## src/rtl/vga_timing_if.sv

```systemverilog
// itf_vga: raster timing bus between the timing generator and the draw pipeline.
interface itf_vga;
    logic [10:0] hcount;
    logic [10:0] vcount;
    logic        hsync;
    logic        vsync;
    logic        hblnk;
    logic        vblnk;
    logic [11:0] rgb;

    modport master (output hcount, vcount, hsync, vsync, hblnk, vblnk, rgb);
    modport slave  (input  hcount, vcount, hsync, vsync, hblnk, vblnk, rgb);
endinterface

```

## src/rtl/vga_timing.sv

```systemverilog
// vga_timing: free-running XGA 1024x768@60 raster counters, strobes and start-of-frame pulse.
module vga_timing #(
    parameter int H_TOTAL   = 1344,
    parameter int H_B_START = 1024,
    parameter int H_S_START = 1048,
    parameter int H_S_END   = 1184,
    parameter int V_TOTAL   = 806,
    parameter int V_B_START = 768,
    parameter int V_S_START = 771,
    parameter int V_S_END   = 777
) (
    input  logic    clk,
    input  logic    rst,
    itf_vga.master  out,
    output logic    new_frame
);
    logic [10:0] h_nxt;
    logic [10:0] v_nxt;
    logic        h_wrap;
    logic        v_wrap;

    always_comb begin
        h_wrap = out.hcount == 11'(H_TOTAL - 1);
        v_wrap = out.vcount == 11'(V_TOTAL - 1);
        h_nxt  = h_wrap ? 11'd0 : out.hcount + 11'd1;
        v_nxt  = !h_wrap ? out.vcount : v_wrap ? 11'd0 : out.vcount + 11'd1;
    end

    // Strobes decode the next counter values so they line up with the counters they describe.
    always_ff @(posedge clk or negedge rst)
        if (!rst) begin
            out.hcount <= '0;
            out.vcount <= '0;
            out.hsync  <= 1'b0;
            out.vsync  <= 1'b0;
            out.hblnk  <= 1'b0;
            out.vblnk  <= 1'b0;
            out.rgb    <= '0;
            new_frame  <= 1'b0;
        end else begin
            out.hcount <= h_nxt;
            out.vcount <= v_nxt;
            out.hblnk  <= h_nxt >= 11'(H_B_START);
            out.hsync  <= h_nxt >= 11'(H_S_START) && h_nxt < 11'(H_S_END);
            out.vblnk  <= v_nxt >= 11'(V_B_START);
            out.vsync  <= v_nxt >= 11'(V_S_START) && v_nxt < 11'(V_S_END);
            out.rgb    <= '0;
            new_frame  <= h_wrap && v_wrap;
        end
endmodule

```

## src/flat_wrapper.sv

```systemverilog
// flat-port wrapper written by rule: the top's interface ports become plain ports
module vga_timing_flat 
#(
    parameter int H_TOTAL   = 1344,
    parameter int H_B_START = 1024,
    parameter int H_S_START = 1048,
    parameter int H_S_END   = 1184,
    parameter int V_TOTAL   = 806,
    parameter int V_B_START = 768,
    parameter int V_S_START = 771,
    parameter int V_S_END   = 777
)
  (clk, rst, new_frame, out_hcount, out_vcount, out_hsync, out_vsync, out_hblnk, out_vblnk, out_rgb);
  itf_vga out_i ();
  input  logic clk;
  input  logic rst;
  output logic new_frame;
  output wire logic [$bits(out_i.hcount)-1:0] out_hcount;
  output wire logic [$bits(out_i.vcount)-1:0] out_vcount;
  output wire logic [$bits(out_i.hsync)-1:0] out_hsync;
  output wire logic [$bits(out_i.vsync)-1:0] out_vsync;
  output wire logic [$bits(out_i.hblnk)-1:0] out_hblnk;
  output wire logic [$bits(out_i.vblnk)-1:0] out_vblnk;
  output wire logic [$bits(out_i.rgb)-1:0] out_rgb;
  assign out_hcount = out_i.hcount;
  assign out_vcount = out_i.vcount;
  assign out_hsync = out_i.hsync;
  assign out_vsync = out_i.vsync;
  assign out_hblnk = out_i.hblnk;
  assign out_vblnk = out_i.vblnk;
  assign out_rgb = out_i.rgb;
  vga_timing #(.H_TOTAL(H_TOTAL), .H_B_START(H_B_START), .H_S_START(H_S_START), .H_S_END(H_S_END), .V_TOTAL(V_TOTAL), .V_B_START(V_B_START), .V_S_START(V_S_START), .V_S_END(V_S_END)) u_core (.clk(clk), .rst(rst), .out(out_i), .new_frame(new_frame));
endmodule
```

## config.mk

```make
export PLATFORM = sky130hd
export DESIGN_NAME = vga_timing_flat
export DESIGN_NICKNAME = d
export VERILOG_FILES = /design/src/rtl/vga_timing_if.sv /design/src/rtl/vga_timing.sv /design/src/flat_wrapper.sv
export SDC_FILE = /design/constraint.sdc
export NUM_CORES = 1
export LEC_CHECK = 0
export ABC_AREA = 1
export CAP_MARGIN = 10
export CORE_ASPECT_RATIO = 1.75
export CORE_MARGIN = 5
export CORE_UTILIZATION = 57
export CTS_CLUSTER_DIAMETER = 50
export CTS_CLUSTER_SIZE = 24
export DETAILED_ROUTE_END_ITERATION = 12
export DONT_BUFFER_PORTS = 1
export PLACE_DENSITY = 0.72
export SYNTH_ARGS = -nofsm -noshare
export SYNTH_HDL_FRONTEND = slang
export SYNTH_SLANG_ARGS = --single-unit
```

## constraint.sdc

```tcl
create_clock -name clk -period 1.97 [get_ports clk]
set_input_delay 0.0985 -clock clk [delete_from_list [all_inputs] [get_ports clk]]
set_output_delay 0.0985 -clock clk [all_outputs]
set_load 0.01 [all_outputs]
```

==> summary by stage <==
Outcome
The flow ran to the end, and the final reports show no timing, DRC or antenna violations.

Setup path
The critical path in this run is classified as flop to flop. In this design, the largest share of critical-path delay is due to simple AND/OR/NAND/NOR gates. Data on the critical path arrives at its endpoint at 1.99 ns. The largest single stage delay on the critical path is 0.44 ns. The number of buffer and inverter stages on the critical path is 1.

STA classifies the critical path endpoint as a flop. The library cell contributing the largest single delay on the critical path is dfrtp_2. The library cell appearing most often on the critical path is nand2_1.

The worst endpoint required time is 2.18 ns. The worst setup path is launched from a flop. Walking the worst path, the cells encountered are ha_1, nand2_1, nor2_2, nand2_1, nor2_4, inv_1, nand3_1, nand2_1, nor2_1, nand2_1, nor2_2. The maximum fanout count along the critical path is 6.

Drt
Once detail routing completed, the nets flagged for antenna violations numbered 0. For this run, design rule violations remaining after detail routing come to 0. The average wire per standard cell is 14.7 µm. The pre-antenna-repair detailed-routing pass consisted of 4 iterations. In the routed layout, each cell is associated on average with a via count of 5.39. The routed layout has 1,462 vias. The routed wire length is 3990 µm. The number of violations reported at the end of detailed-routing iteration 0 is 55.

Pwr
Of the total power, registers draw 0.616. Of the total power, the share spent switching nets is 0.217. For this design the ratio of total power to cell area is 487 mW/mm². The net switching power is 0.000195 W. The portion of total power attributed to combinational logic is 0.030. The clock power share is 0.354. The design draws 0.000899 W.

The internal portion of total power is 0.000704 W. In this run the static leakage power is 1.05 nW. IR analysis of the VDD net gives a maximum drop of 0.434 mV.

Clocking
The total number of H-tree levels is 1. The maximum clock insertion buffer count is 2. The clock sink count is 27. The CTS tree is built. The CTS clock-pin slew for the worst setup and hold paths is 0.09 ns.

The buffers inserted during post-CTS setup optimization is 0. Counting the buffers created by CTS gives 3. The root buffer cell chosen for the clock tree is clkbuf_8.

At the later pin of the worst-skew pair, clock insertion delay measures 0.28 ns.

Floorplanning
In this run the standard cell core region covers 0.00293 mm². The floorplan has 26 rows. The I/O pin count is 41. The effective utilization at floorplan is 0.591. The width of the die is 51.7 µm. From bottom edge to top edge, the die measures 82.9 µm. The die area is 0.00428 mm².

GRT
The number of antenna violations at the first check in global routing is 0. For this run, global-route usage on met3 was measured as 0.0323. The met2 demand-to-capacity share in global routing is 0.378. The total global routing overflow is 0. The global routing usage on met1 is 0.205.

The maximum number of pins on one net before global-route repair is 28. The first global-routing pass estimated 6760 µm of wire. For this run, the total global-route usage over all layers was measured as 0.204. met2 is the most crowded layer. The number of global-route vias before repair is 1,472.

Cells and area
Relative to the synthesized area, the layout overhead comes to 6.72%. The total number of nets in the final design is 250. The proportion of layout cells with a drive suffix above 1 is 0.152. The number of fill cells is 270. The repair_antennas step left the layout with diodes totalling 0.

The final cell utilization of the core is 0.631.

Logic synthesis
The Yosys warning count is 0. Synthesis produced a netlist whose cell count is 231. The most frequent cell after synthesis is nand2_1. The distinct cell type count of the synthesized netlist is 30. The primary flip-flop cell chosen by synthesis mapping is dfrtp_1.

The cell area that synthesis handed to floorplanning was 0.00173 mm². The proportion of synthesized chip area in sequential cells is 0.390. After synthesis, the share of flip-flops with an asynchronous set or reset is 1.00.

By area the synthesized netlist is led by dfrtp_1 (39%), nand2_1 (13%), inv_1 (7.4%). The number of flops mapped to enable cells by yosys is 0. The commonest cells after synthesis are nand2_1 (58), inv_1 (34), dfrtp_1 (27), nor2_1 (25), nand3_1 (19). The cell taking the most area after synthesis is dfrtp_1.

After synthesis the netlist holds a flip-flop and latch count of 27. Of the post-synthesis cell area, the dominant cell type holds 0.390. After synthesis, the mean cell area works out to 7.49 µm².

Hold path
The path class of the tightest hold or removal check is primary input to async pin.

Placement
The placed wire-length estimate after detailed placement is 3140 µm. The number of buffers added on ports is 0. At the end of routability-driven placement, the weighted congestion stood at 0.920.

Timing
Setup repair after global routing left no endpoint under its margin. After routing, the total negative slack on setup checks comes to 0 ns. The maximum clock rate is 561 MHz. The largest clock skew in the final design is 0.00705 ns.

Setup violations remaining at the end of the flow were counted as 0. The worst path needs 1.78 ns of the cycle, external delays included. Of the available clock period, the critical path in the final layout requires 0.904.

The final max-slew violation count is 0. The number of endpoints with negative hold slack in the final report is 0.

Job
Max-cap violations in this run came to 0.
==> metal layers <==
layer	wire length [µm]	vias up
met5	0	-
met4	150	0
met3	225	13
met2	2270	53
met1	1340	684
li1	-	712
==> cells by family after synthesis <==
logic type / after synthesis / synth area share
DFF: 27 / 0.390
xor gates and xnor gates: 6 / 0.0304
other: 1 / 0.00217
adders and majority gates: 4 / 0.0289
buffers and inverters: 51 / 0.140
AOI/OAI and AO/OA: 11 / 0.0362
and+or+nand+nor: 131 / 0.372
==> final timing paths <==
path	end	startpoint	depth (start not counted)	slack, ns
max	u_core.out.vsync	u_core.out.vcount[1]	11	0.19
min	u_core.out.hcount[3]	rst	2	0.26
max reg2reg	u_core.out.vsync	u_core.out.vcount[1]	11	0.19
min reg2reg	u_core.out.hcount[0]	u_core.out.hcount[0]	2	0.59
max in group asynchronous	u_core.out.vcount[1]	rst	2	1.54
min in group clk	u_core.out.hcount[0]	u_core.out.hcount[0]	2	0.59
==> per-stage QoR <==
stage	instances	area [µm²]	setup WS (ns)	hold slack, ns
6_report	271	1850	0.189	0.256
3_3_place_gp	265	1770	0.154	-0.196
4_1_cts	271	1840	0.114	0.246
5_1_grt	271	1850	0.00422	0.277
2_1_floorplan	242	1770	0.276	-0.197
3_5_place_dp	265	1770	0.153	-0.196
==> sequential cells by signal, summed over array words and instances (netlist names) <==
name,cells
u_core.new_frame,1
u_core.out.hblnk,1
u_core.out.hcount,11
u_core.out.hsync,1
u_core.out.vblnk,1
u_core.out.vcount,11
u_core.out.vsync,1
==> power groups by stage <==
| stage | registers [W] | clock network [W] | logic [W] |
|---|---|---|---|
| 2_1_floorplan | 0.000565 | 0 | 0.0000276 |
| 3_3_place_gp | 0.000565 | 0 | 0.00000987 |
| 3_5_place_dp | 0.000565 | 0 | 0.00000987 |
| 4_1_cts | 0.000554 | 0.000322 | 0.0000274 |
| 5_1_grt | 0.000554 | 0.000342 | 0.0000313 |
| 6_report | 0.000554 | 0.000318 | 0.0000274 |
==> cell usage in the layout (no fill, tap or decap), types with 5 or more instances in the layout <==
cell type	n
xor2_1	5
nand2_1	58
dfrtp_1	25
conb_1	12
buf_4	7
nor2_1	25
inv_1	34
nor2_2	7
nand4_1	6
nand3_1	19
==> repair_timing <==
action                                  in CTS  in global routing
hold buffers                                 2                  0
hold endpoints to repair                    27                  0
endpoints found under the setup margin       0                  1
resized for setup                            0                  2
==> worst reg2reg max path: cells and delay by family, from the launching register on <==
family | cells | cell delay, ns
fa+ha+maj | 1 | 0.24
simple gates | 9 | 0.96
flops | 1 | 0.44
buf+inv | 1 | 0.07
==> area by class of cell <==
type / count / area (µm²) / area share
Multi-Input combinational cell: 164 / 855 / 0.463
Inverter: 39 / 151 / 0.0820
Sequential cell: 27 / 678 / 0.367
Timing Repair Buffer: 9 / 82.6 / 0.0447
Tap cell: 28 / 35.0 / 0.0190
Clock buffer: 4 / 45.0 / 0.0244
Note: power is estimated with default switching activity, not from simulation.
